[config.mk]
export PLATFORM = sky130hd
export DESIGN_NAME = lc3_imem_responder
export DESIGN_NICKNAME = d
export VERILOG_FILES = /design/src/rtl/lc3_pkg.sv /design/src/rtl/lc3_imem_lat_pipe.sv /design/src/rtl/lc3_imem_responder.sv
export SDC_FILE = /design/constraint.sdc
export NUM_CORES = 2
export LEC_CHECK = 0
export BUFFER_PORTS_ARGS = -buffer_cell sky130_fd_sc_hd__buf_2
export CAP_MARGIN = 0
export CORE_ASPECT_RATIO = 0.6
export CORE_MARGIN = 1
export CORE_UTILIZATION = 45
export CTS_CLUSTER_SIZE = 20
export DETAILED_ROUTE_END_ITERATION = 12
export PLACE_DENSITY = 0.7
export SLEW_MARGIN = 15
export SYNTH_ARGS = -nofsm -noshare
export SYNTH_HDL_FRONTEND = slang
export SYNTH_HIERARCHICAL = 1
export SYNTH_MEMORY_MAX_BITS = 65536
export SYNTH_SLANG_ARGS = --single-unit
[constraint.sdc]
create_clock -name i_clock -period 4.3 [get_ports i_clock]
set_input_delay 0.86 -clock i_clock [delete_from_list [all_inputs] [get_ports i_clock]]
set_output_delay 0.86 -clock i_clock [all_outputs]
set_load 0.03 [all_outputs]
[src/rtl/lc3_pkg.sv]
// Shared LC3 types and constants used by fetch, decode, the instruction
// memory responder and the bench.
package lc3_pkg;

   typedef logic [15:0] word_t;

   localparam word_t LC3_RESET_PC = 16'h3000;
   // BR with no condition bits set: never taken, so it behaves as a NOP.
   localparam word_t LC3_NOP      = 16'h0000;

endpackage

[src/rtl/lc3_imem_lat_pipe.sv]
// Fixed-latency {valid, err, data} delay line with synchronous clear.
// Stage 0 is loaded on the acceptance edge and stage LAT drives the outputs,
// so a response appears LAT posedges after it was accepted.
module lc3_imem_lat_pipe
   import lc3_pkg::*;
#(
   parameter int LAT = 1
) (
   input  logic  i_clock,
   input  logic  i_reset,
   input  logic  i_vld,
   input  logic  i_err,
   input  word_t i_data,
   output logic  o_vld,
   output logic  o_err,
   output word_t o_data
);

   logic [LAT:0] r_vld_pipe;
   logic [LAT:0] r_err_pipe;
   word_t        r_data_pipe [LAT+1];

   // Shift every stage each cycle; the output data stage only loads when a
   // response arrives so instr_dout holds between responses.
   always_ff @(posedge i_clock) begin
      if (i_reset) begin
         r_vld_pipe <= '0;
         r_err_pipe <= '0;
         for (int s = 0; s <= LAT; s++) r_data_pipe[s] <= LC3_NOP;
      end else begin
         r_vld_pipe     <= {r_vld_pipe[LAT-1:0], i_vld};
         r_err_pipe     <= {r_err_pipe[LAT-1:0], i_vld & i_err};
         r_data_pipe[0] <= i_data;
         for (int s = 1; s < LAT; s++) r_data_pipe[s] <= r_data_pipe[s-1];
         if (r_vld_pipe[LAT-1]) r_data_pipe[LAT] <= r_data_pipe[LAT-1];
      end
   end

   assign o_vld  = r_vld_pipe[LAT];
   assign o_err  = r_err_pipe[LAT];
   assign o_data = r_data_pipe[LAT];

endmodule

[src/rtl/lc3_imem_responder.sv]
// Instruction-memory responder for the LC3 fetch interface. Holds the word
// array, maps absolute addresses to indices, takes preload writes, and feeds
// captured read data through a fixed-latency pipe toward decode.
module lc3_imem_responder
   import lc3_pkg::*;
#(
   parameter word_t BASE_ADDR    = LC3_RESET_PC,
   parameter int    DEPTH_LOG2   = 8,
   parameter int    READ_LATENCY = 1
) (
   input  logic  i_clock,
   input  logic  i_reset,
   input  word_t i_pc,
   input  logic  i_instrmem_rd,
   input  logic  i_load_en,
   input  word_t i_load_addr,
   input  word_t i_load_data,
   output word_t o_instr_dout,
   output logic  o_instr_valid,
   output logic  o_addr_err
);

   localparam int DEPTH = 1 << DEPTH_LOG2;

   if (READ_LATENCY < 1 || READ_LATENCY > 4) begin : g_bad_latency
      $error("lc3_imem_responder: READ_LATENCY must be 1..4");
   end

   word_t r_mem [DEPTH];

   word_t w_rd_idx;
   word_t w_ld_idx;
   logic  w_rd_in_range;
   logic  w_ld_in_range;
   word_t w_rd_data;
   logic  w_accept;

   // Indices wrap mod 2**16, so addresses below BASE_ADDR land far above DEPTH.
   assign w_rd_idx      = i_pc - BASE_ADDR;
   assign w_ld_idx      = i_load_addr - BASE_ADDR;
   assign w_rd_in_range = (w_rd_idx >> DEPTH_LOG2) == '0;
   assign w_ld_in_range = (w_ld_idx >> DEPTH_LOG2) == '0;
   assign w_rd_data     = w_rd_in_range ? r_mem[w_rd_idx[DEPTH_LOG2-1:0]] : LC3_NOP;
   assign w_accept      = i_instrmem_rd & ~i_reset;

   // Preload port: live during reset, never cleared; out-of-range writes dropped.
   // Reads sample the array on the same edge, so they see the pre-write word.
   always_ff @(posedge i_clock) begin
      if (i_load_en && w_ld_in_range) r_mem[w_ld_idx[DEPTH_LOG2-1:0]] <= i_load_data;
   end

   lc3_imem_lat_pipe #(
      .LAT (READ_LATENCY)
   ) u_lat_pipe (
      .i_clock (i_clock),
      .i_reset (i_reset),
      .i_vld   (w_accept),
      .i_err   (~w_rd_in_range),
      .i_data  (w_rd_data),
      .o_vld   (o_instr_valid),
      .o_err   (o_addr_err),
      .o_data  (o_instr_dout)
   );

endmodule

# Yosys cells after proc, flatten, opt, wreduce, memory -nomap -nowiden
# Memories as Yosys holds them, arrays and structs flattened.
# Index checks and enable logic that the tools add are counted.
[totals] output_inout_bits=18 mem_bits_rw=4128 latchBits=0 in_bits=52 regBits=4 mem_count=2 rom_bits=0
[classes] mux=11 bitwise_logic=6 shifts=0 multipliers=0 div_mod_pow=0 eq_ne=0 add_sub_neg=2 reduce_logical=3 order_cmp=0
[mem_list] name="r_mem" depth=256 width=16 read_ports=1 rd_clocked_by_memory_dff=0 wr=1 line="lc3_imem_responder.sv:29" source="word_t r_mem [DEPTH];"
[mem_list] name="u_lat_pipe.r_data_pipe" depth=2 width=16 read_ports=2 rd_clocked_by_memory_dff=0 wr=2 line="lc3_imem_lat_pipe.sv:21" source="word_t r_data_pipe [LAT+1];"
[op_table] op="$mux W16" n=3
[op_table] op="$logic_not A16 Y1" n=2
[op_table] op="$sub A16 B14 Y16 const B" n=2
[op_table] op="$mux W1" n=8
[op_table] op="$and A1 B1 Y1" n=2
[op_table] op="$not A1 Y1" n=2
[op_table] op="$or A1 B1 Y1" n=2
[op_table] op="$logic_and A1 B1 Y1" n=1

# Longest topological paths before layout
[logic_depth] ltp_word=5 depth_mapped=13 ltp_nobuf=8

# Modules after synthesis
# The synthesis kept the hierarchy.
[modules_own_cells] mod="lc3_imem_responder" seq_area_each_um2=122998.0 area_per_inst_um2=158600.9 cells_each=7425 n_inst=1
[modules_own_cells] mod="lc3_imem_lat_pipe" seq_area_each_um2=1041.0 area_per_inst_um2=1418.9 cells_each=93 n_inst=1

# Worst setup path after synthesis
# OpenSTA, ideal clock, no wires.
[synth_timing] kind="input-to-reg" startpoint="input port i_load_addr[14]" endpoint="memory r_mem[118][0] in the netlist's numbering (enable)" setup_slack_ns=0.910 path_stages=7 required_time_ns=3.912 t_arrival_ns=3.002 setup_ns=0.388 path_cell_list="nor4bb_1 > nand3b_1 > nor4_1 > nor3b_1 > nand3_1 > clkbuf_1 > nor2_1"
[synth_between] elab_chain_len=5
[synth_rtl] element="start, declared" line="lc3_imem_responder.sv:16" source="input word_t i_load_addr,"
[synth_rtl] element="$sub A16 B14 Y16" line="lc3_imem_responder.sv:40" source="assign w_ld_idx = i_load_addr - BASE_ADDR;"
[synth_rtl] element="$logic_not A16 Y1" line="lc3_imem_responder.sv:42" source="assign w_ld_in_range = (w_ld_idx >> DEPTH_LOG2) == '0;"
[synth_rtl] element="$logic_and A1 B1 Y1" line="lc3_imem_responder.sv:49" source="if (i_load_en && w_ld_in_range) r_mem[w_ld_idx[DEPTH_LOG2-1:0]] <= i_load_data;"
[synth_rtl] element="$mux W1" line="lc3_imem_responder.sv:49"
[synth_rtl] element="$mux W1 (implied by the code)" line="lc3_imem_responder.sv:49"
[synth_rtl] element="end, declared" line="lc3_imem_responder.sv:29"
# Every way passes these cells.

==> results.yml <==
status:
  run_status: "finished, final reports clean"
pwr:
  clock_power_share_pct: 40.1
  p_total_uw: 80850
  combPwrFrac_pct: 5.2
  internal-power_uw: 63390
  p_switching_uw: 17450
  swShare_pct: 21.59
  vdd_ir_drop_max_mv: 0.3394
  power_density_nw_per_um2: 439.4
  total_leakage_power_uw: 0.05852
  p_seq_share_pct: 54.8
floorplanning:
  floorplan.core_area_um2: 353500
  std_cell_rows: 169
  initial_cell_density_of_the_core_pct: 45.26
  die_area_um2: 358100
  die_h_um: 463.9
  floorplan.io_pins: 70
  fp.dieW_um: 771.8
worst_setup_path:
  crit_path_max_fanout: 33
  worst_r2r_path_depth: 7
  worst-endpoint-arrival_ps: 4680
  timing_worst_setup_path_type: "input pin to flop"
  cp.required_ps: 5090
  crit_end_category: "flop"
  startpoint_type: "input pin"
yosys:
  async_flop_share_pct: 0
  syn-instance-count: 7518
  synth_cell_type_count: 67
  avgSynthCellArea_um2: 21.28
  ys.warnings.count: 6
  synth_seq_area_share_pct: 77.51
  synth_seq_cells: 4132
  cell_area_after_synthesis_um2: 160000
  count_of_flip_flops_with_a_built_in_enable_after_synthesis: 4128
  postSynth.topFlopCell: "sky130_fd_sc_hd__edfxtp_1"
routing:
  avgViaCountPerCell: 6.327
  vias: 83880
  drt_pre_antenna_iters: 5
  drt_iter0_markers: 14477
  finalWirelength_mm: 435.6
  drc: 0
  drtAntennaViolNets: 0
  wire_per_inst_um: 32.86
clocking:
  cts_tree: "built"
  cts-htree-levels: 5
  cts_setup_buffers: 0
  cts_made_buffers: 362
  resized_cells_post_cts: 0
  clock-sinks: 4132
  cts.hold.buffers_added: 0
  worst_skew_pair.late_latency_ps: 960
  clock_path_buffers: 4
  cts.reportedPaths.clkPinSlew_ps: 60
  clock_root_buffer: "sky130_fd_sc_hd__clkbuf_16"
timing:
  worst_clock_skew_ps: 55.34
  worstMarginPinSlew_ps: 1436
  rsz0062_at_grt: "false"
  max_freq_mhz: 257.1
  min_period_ps: 3890
  hold_ws_ps: 127.0
  setup_viol: 0
  period_share_pct: 90.47
  final_max_slew_viol_count: 0
  final_hold_fails: 0
  postLayoutSetupSlackWorst_ps: 409.8
  max-slew-margin-rel_pct: 4.282
  fin_setup_tns_ps: 0
grt:
  grt-busiest-layer: "met1"
  globalRouteOverflowTotal: 0
  initial_antenna_violation_count: 45
  maximum_number_of_pins_on_one_net_before_global_route_repair: 136
  grt_util_met2_pct: 32.97
  grt_usage_pct: 23.94
  via_count_of_the_first_global_routing_pass: 80545
  global_route_met1_usage_pct: 36.41
  grt_util_met3_pct: 7.630
  grt_pass1_wl_mm: 613.3
place:
  portBuffers: 69
  hpwlAfterDp_mm: 270.0
  place.gp.congestion: 0.8830
  place_area_um2: 172400
  place_ws_ps: -364.7
finish:
  layout.cells.most_common: "sky130_fd_sc_hd__edfxtp_1"
  final_cell_mix: "sky130_fd_sc_hd__edfxtp_1 (4128), sky130_fd_sc_hd__mux4_2 (768), sky130_fd_sc_hd__mux2i_1 (638)"
  nFillCells: 26790
  finish.net_count: 8291
  flow.area_growth_from_synthesis_pct: 14.98
  layout-drive-gt1-share_pct: 25.18
  layout.cell_area.non_filler_um2: 184000
hold_path:
  min_path_type: "input pin to flop"
  timing.hold.worst_path_depth: 1
flow_run:
  max_cap_violations: 0
-- cell usage after synthesis, drive strengths merged (5+ instances only) --
master   instances  area, µm²
nor2           329       1235
edfxtp        4128     124000
or4              7      52.55
o211ai           7      52.55
a2111oi          6      65.06
nor4            17      187.7
nand2           71      266.5
nand4           33      206.5
o22ai          161       1007
o21ai          147      735.7
nor3            30      161.4
o21a            14      105.1
clkbuf         178      668.1
and3             5      31.28
mux2             7      82.57
mux4           768      17300
nor2b           42      262.8
o221ai         291       2630
o2bb2ai         17      148.9
buf            287       2426
nand3           23      115.1
a21oi          178      890.9
and2            31      193.9
mux2i          638       6386
a211oi          30      230.2
a221oi          17      155.1
a211o            6      52.55
-- final timing paths --
path,slack [ps],endpoint,start
min,130,r_mem[187][10]$_DFFE_PP_,i_load_data[10]
max reg2reg,1280,u_lat_pipe/r_data_pipe[0][6]$_SDFFCE_PN0P_,r_mem[0][6]$_DFFE_PP_
max,410,u_lat_pipe/r_data_pipe[0][0]$_SDFFCE_PN0P_,i_pc[0]
min reg2reg,570,u_lat_pipe/r_err_pipe[1]$_SDFF_PP0_,u_lat_pipe/r_err_pipe[0]$_SDFF_PP0_
-- power by group through the flow --
stage                     clock, µW  sequential (µW)  combinational, µW
after floorplan                   0            45200               2130
after global placement            0            45200               4000
after detailed placement          0            45200               4100
after CTS                     32700            44300               4110
after global routing          34200            44300               4320
final                         32400            44300               4170
-- area by class of cell --
class / instances / area, µm² / share of cell area, %
Sequential cell: 4132 / 124000 / 67.42
Timing Repair Buffer: 807 / 9402 / 5.110
Multi-Input combinational cell: 2930 / 33030 / 17.95
Antenna cell: 27 / 67.56 / 0.03672
Tap cell: 4702 / 5883 / 3.198
Clock inverter: 215 / 2058 / 1.119
Inverter: 6 / 32.53 / 0.01768
Clock buffer: 438 / 9480 / 5.153
-- kinds of logic (layout without fill, tap and decap cells) --
logic type | count (synthesis) | in the layout | synth area share [%]
flip-flops | 4132 | 4132 | 77.51
other | 1 | 43 | 0.002343
multiplexers | 1413 | 1413 | 14.85
AND/OR/NAND/NOR | 612 | 612 | 1.811
AO/OA/AOI/OAI | 889 | 889 | 3.873
buffers and inverters | 471 | 1466 | 1.948
-- routing by layer --
metal  vias to the layer above  wire (µm)
met5                         -        129
met4                        18      14020
met3                       699      64890
met2                      6113     183700
met1                     43900     172800
li1                      33150          -
-- critical path, cell delays in order --
cell                       delay [ps]
sky130_fd_sc_hd__buf_12           290
sky130_fd_sc_hd__buf_12           290
sky130_fd_sc_hd__buf_12           270
sky130_fd_sc_hd__buf_12           290
sky130_fd_sc_hd__mux2i_1          120
sky130_fd_sc_hd__o221ai_1         250
sky130_fd_sc_hd__o22ai_1          120
sky130_fd_sc_hd__o21ai_0          830
sky130_fd_sc_hd__nand4_1          680
sky130_fd_sc_hd__nor4_2           390
sky130_fd_sc_hd__nor2b_1          170
-- stage by stage --
stage,util (%),instances
after floorplan,-,7533
after CTS,52.02,13230
after global routing,52.04,13253
after global placement,48.76,12577
final,52.04,13257
after detailed placement,48.76,12577
-- flip-flops by register name, summed over array words and instances, names as in the netlist --
| name | count |
|---|---|
| r_mem | 4096 |
| u_lat_pipe/r_data_pipe | 32 |
| u_lat_pipe/r_err_pipe | 2 |
| u_lat_pipe/r_vld_pipe | 2 |
Power figures use the tool's default switching activity.
